--- src/rtl/bip_pkg.sv ---
// Shared constants for the BIP read-out path: frame format, FSM and byte-sender state codes.
// No logic; pure definitions.
// Imported by the dump unit, its byte sender, the bus interface and the bench.
package bip_pkg;

    localparam int NB_ADDR    = 11;
    localparam int RAM_WIDTH  = 16;
    localparam int NB_DM_ADDR = 10;
    localparam int N_WORDS    = 16;

    localparam logic [7:0] HEADER = 8'hA5;

    // Dump FSM state codes
    localparam logic [3:0] ST_IDLE = 4'd0;
    localparam logic [3:0] ST_HDR  = 4'd1;
    localparam logic [3:0] ST_CHI  = 4'd2;
    localparam logic [3:0] ST_CLO  = 4'd3;
    localparam logic [3:0] ST_RD   = 4'd4;
    localparam logic [3:0] ST_RDW  = 4'd5;
    localparam logic [3:0] ST_DHI  = 4'd6;
    localparam logic [3:0] ST_DLO  = 4'd7;
    localparam logic [3:0] ST_FIN  = 4'd8;

    // Byte sender state codes
    localparam logic [1:0] SND_IDLE  = 2'd0;
    localparam logic [1:0] SND_GUARD = 2'd1;
    localparam logic [1:0] SND_WAIT  = 2'd2;

    // Header + 16-bit counter + two bytes per dumped word
    function automatic int frame_bytes(input int n_words);
        return 3 + 2 * n_words;
    endfunction

    localparam int FRAME_BYTES = frame_bytes(N_WORDS);

endpackage

--- src/rtl/bip_dump_unit_if.sv ---
// Bus bundle between the dump unit and its neighbours (CPU halt, counter, DM port, UART TX).
// No latency; wires only.
// master = dump unit side, slave = the surrounding BIP top / bench side.
interface bip_dump_unit_if
    import bip_pkg::*;
#(
    parameter int NB_ADDR_P    = NB_ADDR,
    parameter int RAM_WIDTH_P  = RAM_WIDTH,
    parameter int NB_DM_ADDR_P = NB_DM_ADDR
);
    logic                    i_halt;
    logic [NB_ADDR_P-1:0]    i_counter;
    logic [NB_DM_ADDR_P-1:0] o_dm_addr;
    logic [RAM_WIDTH_P-1:0]  i_dm_data;
    logic [7:0]              o_tx_data;
    logic                    o_tx_start;
    logic                    i_tx_busy;
    logic                    o_busy;
    logic                    o_done;

    modport master (
        input  i_halt, i_counter, i_dm_data, i_tx_busy,
        output o_dm_addr, o_tx_data, o_tx_start, o_busy, o_done
    );

    modport slave (
        output i_halt, i_counter, i_dm_data, i_tx_busy,
        input  o_dm_addr, o_tx_data, o_tx_start, o_busy, o_done
    );
endinterface

--- src/rtl/bip_byte_sender.sv ---
// Hands one byte to a UART transmitter: start pulse, one guard cycle, then wait for busy low.
// Start issues 1 cycle after req seen with tx idle; sent pulses when the byte's busy falls.
// Holds off while tx_busy is high; req is ignored until the current byte completes.
module bip_byte_sender
    import bip_pkg::*;
(
    input  logic       clk,
    input  logic       rst_n,
    input  logic       req,
    input  logic [7:0] data,
    input  logic       tx_busy,
    output logic [7:0] tx_data,
    output logic       tx_start,
    output logic       sent
);
    logic [1:0] state;

    // The guard cycle covers the gap before the transmitter raises busy
    assign sent = (state == SND_WAIT) && !tx_busy;

    // Start/guard/wait sequencing; tx_data is only reloaded on a new start
    always_ff @(posedge clk or negedge rst_n) begin
        if (!rst_n) begin
            state    <= SND_IDLE;
            tx_data  <= 8'h00;
            tx_start <= 1'b0;
        end else begin
            tx_start <= 1'b0;
            case (state)
                SND_IDLE: begin
                    if (req && !tx_busy) begin
                        tx_start <= 1'b1;
                        tx_data  <= data;
                        state    <= SND_GUARD;
                    end
                end
                SND_GUARD: state <= SND_WAIT;
                SND_WAIT: begin
                    if (!tx_busy) state <= SND_IDLE;
                end
                default: state <= SND_IDLE;
            endcase
        end
    end
endmodule

--- src/rtl/bip_dump_unit.sv ---
// On CPU halt rising edge, sends A5, 16-bit cycle snapshot, then DM words 0..N_WORDS-1 (MSB first).
// Frame starts 2 cycles after the halt edge; DM read takes RD+RDW (1-cycle RAM latency).
// Each byte waits for the transmitter to go idle; a stuck busy stalls the frame indefinitely.
module bip_dump_unit
    import bip_pkg::*;
#(
    parameter int N_WORDS_P = N_WORDS
)(
    input  logic             i_clk,
    input  logic             i_rst,
    bip_dump_unit_if.master  bus
);
    logic [3:0]            state;
    logic                  halt_q;
    logic                  halt_rise;
    logic [NB_ADDR-1:0]    snap;
    logic [15:0]           cnt_ext;
    logic [NB_DM_ADDR-1:0] idx;
    logic [NB_DM_ADDR-1:0] dm_addr;
    logic [15:0]           word;
    logic                  req;
    logic [7:0]            tx_byte;
    logic                  sent;

    localparam logic [NB_DM_ADDR-1:0] LAST_IDX = NB_DM_ADDR'(N_WORDS_P - 1);

    assign halt_rise      = bus.i_halt && !halt_q;
    assign cnt_ext        = 16'(snap);
    assign bus.o_dm_addr  = dm_addr;
    assign bus.o_busy     = (state != ST_IDLE);
    assign bus.o_done     = (state == ST_FIN);

    // Select the byte offered to the sender in each transmitting state
    always_comb begin
        req     = 1'b0;
        tx_byte = 8'h00;
        case (state)
            ST_HDR: begin req = 1'b1; tx_byte = HEADER;         end
            ST_CHI: begin req = 1'b1; tx_byte = cnt_ext[15:8];  end
            ST_CLO: begin req = 1'b1; tx_byte = cnt_ext[7:0];   end
            ST_DHI: begin req = 1'b1; tx_byte = word[15:8];     end
            ST_DLO: begin req = 1'b1; tx_byte = word[7:0];      end
            default: ;
        endcase
    end

    // Frame sequencing, counter snapshot and DM walk. halt_q resets high so a
    // halt already asserted across reset needs a fresh rising edge to start a frame.
    always_ff @(posedge i_clk or negedge i_rst) begin
        if (!i_rst) begin
            state   <= ST_IDLE;
            halt_q  <= 1'b1;
            snap    <= '0;
            idx     <= '0;
            dm_addr <= '0;
            word    <= '0;
        end else begin
            halt_q <= bus.i_halt;
            case (state)
                ST_IDLE: begin
                    if (halt_rise) begin
                        snap  <= bus.i_counter;
                        idx   <= '0;
                        state <= ST_HDR;
                    end
                end
                ST_HDR: if (sent) state <= ST_CHI;
                ST_CHI: if (sent) state <= ST_CLO;
                ST_CLO: begin
                    if (sent) begin
                        dm_addr <= '0;
                        state   <= ST_RD;
                    end
                end
                ST_RD:  state <= ST_RDW;
                ST_RDW: begin
                    word  <= 16'(bus.i_dm_data);
                    state <= ST_DHI;
                end
                ST_DHI: if (sent) state <= ST_DLO;
                ST_DLO: begin
                    if (sent) begin
                        if (idx == LAST_IDX) begin
                            state <= ST_FIN;
                        end else begin
                            idx     <= idx + 1'b1;
                            dm_addr <= idx + 1'b1;
                            state   <= ST_RD;
                        end
                    end
                end
                ST_FIN:  state <= ST_IDLE;
                default: state <= ST_IDLE;
            endcase
        end
    end

    bip_byte_sender u_sender (
        .clk      (i_clk),
        .rst_n    (i_rst),
        .req      (req),
        .data     (tx_byte),
        .tx_busy  (bus.i_tx_busy),
        .tx_data  (bus.o_tx_data),
        .tx_start (bus.o_tx_start),
        .sent     (sent)
    );
endmodule

--- src/flat_wrapper.sv ---
// flat-port wrapper written by rule: the top's interface ports become plain ports
module bip_dump_unit_flat import bip_pkg::*;
#(
    parameter int N_WORDS_P = N_WORDS
)
  (i_clk, i_rst, bus_i_halt, bus_i_counter, bus_i_dm_data, bus_i_tx_busy, bus_o_dm_addr, bus_o_tx_data, bus_o_tx_start, bus_o_busy, bus_o_done);
  bip_dump_unit_if bus_i ();
  input  logic i_clk;
  input  logic i_rst;
  input wire logic [$bits(bus_i.i_halt)-1:0] bus_i_halt;
  input wire logic [$bits(bus_i.i_counter)-1:0] bus_i_counter;
  input wire logic [$bits(bus_i.i_dm_data)-1:0] bus_i_dm_data;
  input wire logic [$bits(bus_i.i_tx_busy)-1:0] bus_i_tx_busy;
  output wire logic [$bits(bus_i.o_dm_addr)-1:0] bus_o_dm_addr;
  output wire logic [$bits(bus_i.o_tx_data)-1:0] bus_o_tx_data;
  output wire logic [$bits(bus_i.o_tx_start)-1:0] bus_o_tx_start;
  output wire logic [$bits(bus_i.o_busy)-1:0] bus_o_busy;
  output wire logic [$bits(bus_i.o_done)-1:0] bus_o_done;
  assign bus_i.i_halt = bus_i_halt;
  assign bus_i.i_counter = bus_i_counter;
  assign bus_i.i_dm_data = bus_i_dm_data;
  assign bus_i.i_tx_busy = bus_i_tx_busy;
  assign bus_o_dm_addr = bus_i.o_dm_addr;
  assign bus_o_tx_data = bus_i.o_tx_data;
  assign bus_o_tx_start = bus_i.o_tx_start;
  assign bus_o_busy = bus_i.o_busy;
  assign bus_o_done = bus_i.o_done;
  bip_dump_unit #(.N_WORDS_P(N_WORDS_P)) u_core (.i_clk(i_clk), .i_rst(i_rst), .bus(bus_i));
endmodule
--- config.mk ---
export PLATFORM = sky130hd
export DESIGN_NAME = bip_dump_unit_flat
export DESIGN_NICKNAME = d
export VERILOG_FILES = /design/src/rtl/bip_pkg.sv /design/src/rtl/bip_dump_unit_if.sv /design/src/rtl/bip_byte_sender.sv /design/src/rtl/bip_dump_unit.sv /design/src/flat_wrapper.sv
export SDC_FILE = /design/constraint.sdc
export NUM_CORES = 1
export LEC_CHECK = 0
export ABC_AREA = 0
export CAP_MARGIN = 15
export CORE_MARGIN = 5
export CORE_UTILIZATION = 40
export CTS_BUF_LIST = sky130_fd_sc_hd__clkbuf_4 sky130_fd_sc_hd__clkbuf_8
export CTS_CLUSTER_DIAMETER = 40
export CTS_CLUSTER_SIZE = 12
export DETAILED_ROUTE_END_ITERATION = 12
export GPL_ROUTABILITY_DRIVEN = 1
export GPL_TIMING_DRIVEN = 0
export PLACE_DENSITY = 0.65
export SYNTH_ARGS = -nofsm -noshare
export SYNTH_HDL_FRONTEND = slang
export SYNTH_SLANG_ARGS = --single-unit
--- constraint.sdc ---
create_clock -name i_clk -period 1.85 [get_ports i_clk]
set_input_delay 0.2775 -clock i_clk [delete_from_list [all_inputs] [get_ports i_clk]]
set_output_delay 0.2775 -clock i_clk [all_outputs]
set_load 0.005 [all_outputs]
==> results by group <==
Worst setup path
  – Bufs and invs on worst path: 3
  – FF-to-FF setup slack: roughly 70 ps
  – CP startpoint: u_core.state[0]$_DFFE_PN0P_
  – Cell count of the worst reg-to-reg path: 6
  – Worst r2r dst: u_core.idx[8]$_DFFE_PN0P_
  – Crit-path max cell delay: roughly 460 ps
  – Critical path class: reg2out
  – CP Cell Sequence: buf_8, buf_8, nor4b_4, buf_2
  – Crit path top cell by count: buf_8
  – Critical Path End: bus_o_done
  – Slowest-stage cell, CP: dfrtp_2
  – Delay-heaviest family, CP: flip-flops
  – R2r startpoint: u_core.idx[4]$_DFFE_PN0P_
  – Largest fanout on the critical path: 10
  – Levels on crit path: 4
  – Worst EP required: 1570 ps
  – Crit start category: register
  – Data arrival, critical path: roughly 1500 ps
  – Setup crit end kind: output pin

Layout
  – Most frequent cells in the layout: 59 x dfrtp_1, 48 x clkdlybuf4s50_1, 28 x mux2_2
  – Reg area: ~1600 sq um
  – Nets@finish: 362
  – Leading cell type in the layout, fill and taps excluded: dfrtp_1
  – Multi-input logic area: ~1400 sq um
  – Ant diodes: 0
  – Area grow syn2layout: 32.7%
  – Fill count: between 600 and 700
  – Layout cells sized above 1: 0.263
  – Design area: ~4000 sq um
  – Final core occ: 0.548

Clock network
  – Worst-path clk slew: about 70 ps
  – Clock Latency Late Sink: roughly 340 ps
  – CTS buffer count: 9
  – CTS max path bufs: 2
  – H-tree depth: 3
  – Clock sink count: 63
  – CTS tree: yes
  – Clk root buf: clkbuf_8

STA
  – Final Max Slew Viols: 0
  – FMAX: roughly 0.55 GHz
  – Final cycle utilization of the critical path: 0.978
  – Max transition margin: 0.470
  – Final min period: 1810 ps
  – Worst-Margin Slew: approximately 800 ps
  – Final setup fails: 0
  – Final Hold Fails: 0
  – Worst setup margin: 40.1 ps
  – Setup TNS: 0 ps
  – Clock skew: approximately 10 ps

Synth
  – Yosys top cell area share: 0.515
  – Top FF cell, synth: dfrtp_1
  – Area contributors post-synth: dfrtp_1 51%, mux2_2 10%, o21ai_0 4.0%
  – Ys Warns: 0
  – Cell Area, Synth: about 3000 sq um
  – Unique masters post-synth: 54
  – Syn avg cell area: 11.6 sq um
  – Cell taking the most area after synthesis: dfrtp_1
  – Seq/Total Area, Yosys: 0.523
  – Net Count, Synth: 291
  – Flops & latches, synth: 63
  – Post-synth ARST share: 1.00
  – Mapped Cells: 259
  – Post-synth EDFFs: 0

Floorplan
  – Rows: 31
  – Die width: approximately 97 microns
  – Die area: between 9000 and 10,000 sq um
  – Die Ht: slightly below 100 microns
  – Starting Density: 0.413
  – Io pins: 52
  – Core area: between 7000 and 8000 sq um

Global route
  – Initial antenna violation count: 0
  – Total track usage: 0.153
  – Overflow left after global routing: 0
  – First-pass GRT wire length: 11,800 microns
  – Vias in the first global route: 2,430
  – Pin count of the biggest net entering global routing: 64

Place
  – Routability Congestion: between 0.7 and 0.8
  – Final HPWL DP: between 4000 and 5000 microns
  – Placed inst area: between 3000 and 4000 sq um
  – Port bufs: 51
  – Pre-CTS setup slack: -453 ps

Hold path
  – Hold Path Class: in2async

Detailed routing
  – DR vias: about 2.3k
  – 1st-pass router iterations: 4
  – DRT iter0 DRCs: around 120
  – DR WL/cell: approximately 16 microns
  – WL final: around 6900 microns
  – Residual DRC: 0
  – Routed Antenna Nets: 0
  – Via density: 5.27

Power
  – Pwr/cell area: 1390 nW/um^2
  – VDD IR max: roughly 0.0006 V
  – Power Total: roughly 5.6 mW
  – Static Leak: ~1.7 nW

Flow run
  – Max cap viols: 0

Run status
  – Status: complete, no violations
## layer usage
layer / track usage / vias to the layer above / routed length, microns
li1: - / 1098 / -
met2: 0.233 / 51 / 3320
met3: 0.0396 / 9 / 288
met5: 0 / - / 0
met4: 0.0594 / 0 / 92
met1: 0.208 / 1122 / 3180
## area by class of cell
type / instances / share of cell area
inverters: 6 / 0.00563
clock buffers: 12 / 0.0397
flip-flops and latches: 63 / 0.395
multi-input cells: 174 / 0.341
repair buffers: 62 / 0.146
well taps: 99 / 0.0310
clock inverters: 3 / 0.0106
plain buffers: 14 / 0.0300
## flip-flops by register name, summed over array words and instances (netlist names)
| name | cells |
|---|---|
| u_core.u_sender.tx_data | 8 |
| u_core.u_sender.state | 2 |
| u_core.state | 4 |
| u_core.word | 16 |
| u_core.idx | 10 |
| u_core.u_sender.tx_start | 1 |
| u_core.bus.o_dm_addr | 10 |
| u_core.halt_q | 1 |
| u_core.snap | 11 |
## per-stage QoR
step	instances	hold WS (ps)
floorplan	259	-18.1
global placement	409	461
detailed placement	409	414
CTS	427	43.7
global route	433	75.7
finish	433	11.2
## report_power, final
part	leakage, nW	internal (mW)	switching [mW]	total (mW)
logic	0.811	1.17	0.989	2.16
clock network	0.102	0.702	0.517	1.22
registers	0.809	1.86	0.327	2.19
total	1.72	3.73	1.83	5.56
## logic make-up (layout without fill, tap and decap cells)
family	count (synthesis)	after routing	share of synthesized area
DFF	63	63	0.523
buffers and inverters	22	97	0.0390
muxes	35	35	0.132
and+or+nand+nor	67	67	0.140
adders and majority gates	1	1	0.00415
AOI/OAI and AO/OA	63	63	0.138
xor gates and xnor gates	8	8	0.0232
## synthesized netlist by cell type, drive strengths merged, types with 2 or more instances
library cell / number
nor2b: 5
nor3: 6
inv: 6
mux2i: 6
o2bb2ai: 6
a22o: 2
buf: 13
xor2: 2
nand4b: 3
xnor2: 6
nand2b: 2
or3: 3
dfrtp: 62
a21oi: 4
nand3: 6
nor2: 10
a31oi: 5
o31ai: 11
and3: 4
nand2: 15
o22a: 2
or2: 2
o21ai: 25
mux2: 28
clkbuf: 3
nor4: 4
## timing repair
item	in CTS	in global routing
hold buffers	0	0
resized for setup	19	9
pin swaps	3	4
setup buffers	4	7
setup endpoints to repair	32	27
## how the worst min path moves through the flow
stage                                        startpoint                             endpoint  slack (ps)
floorplan                                         i_rst  u_core.bus.o_dm_addr[0]$_DFFE_PN0P_         -20
global route                                      i_rst  u_core.bus.o_dm_addr[9]$_DFFE_PN0P_          80
detailed placement                                i_rst  u_core.bus.o_dm_addr[9]$_DFFE_PN0P_         410
finish                                            i_rst            u_core.idx[4]$_DFFE_PN0P_          10
global placement    u_core.bus.o_dm_addr[0]$_DFFE_PN0P_  u_core.bus.o_dm_addr[0]$_DFFE_PN0P_         460
CTS                                               i_rst  u_core.bus.o_dm_addr[9]$_DFFE_PN0P_          40
Note: power is estimated with default switching activity, not from simulation.
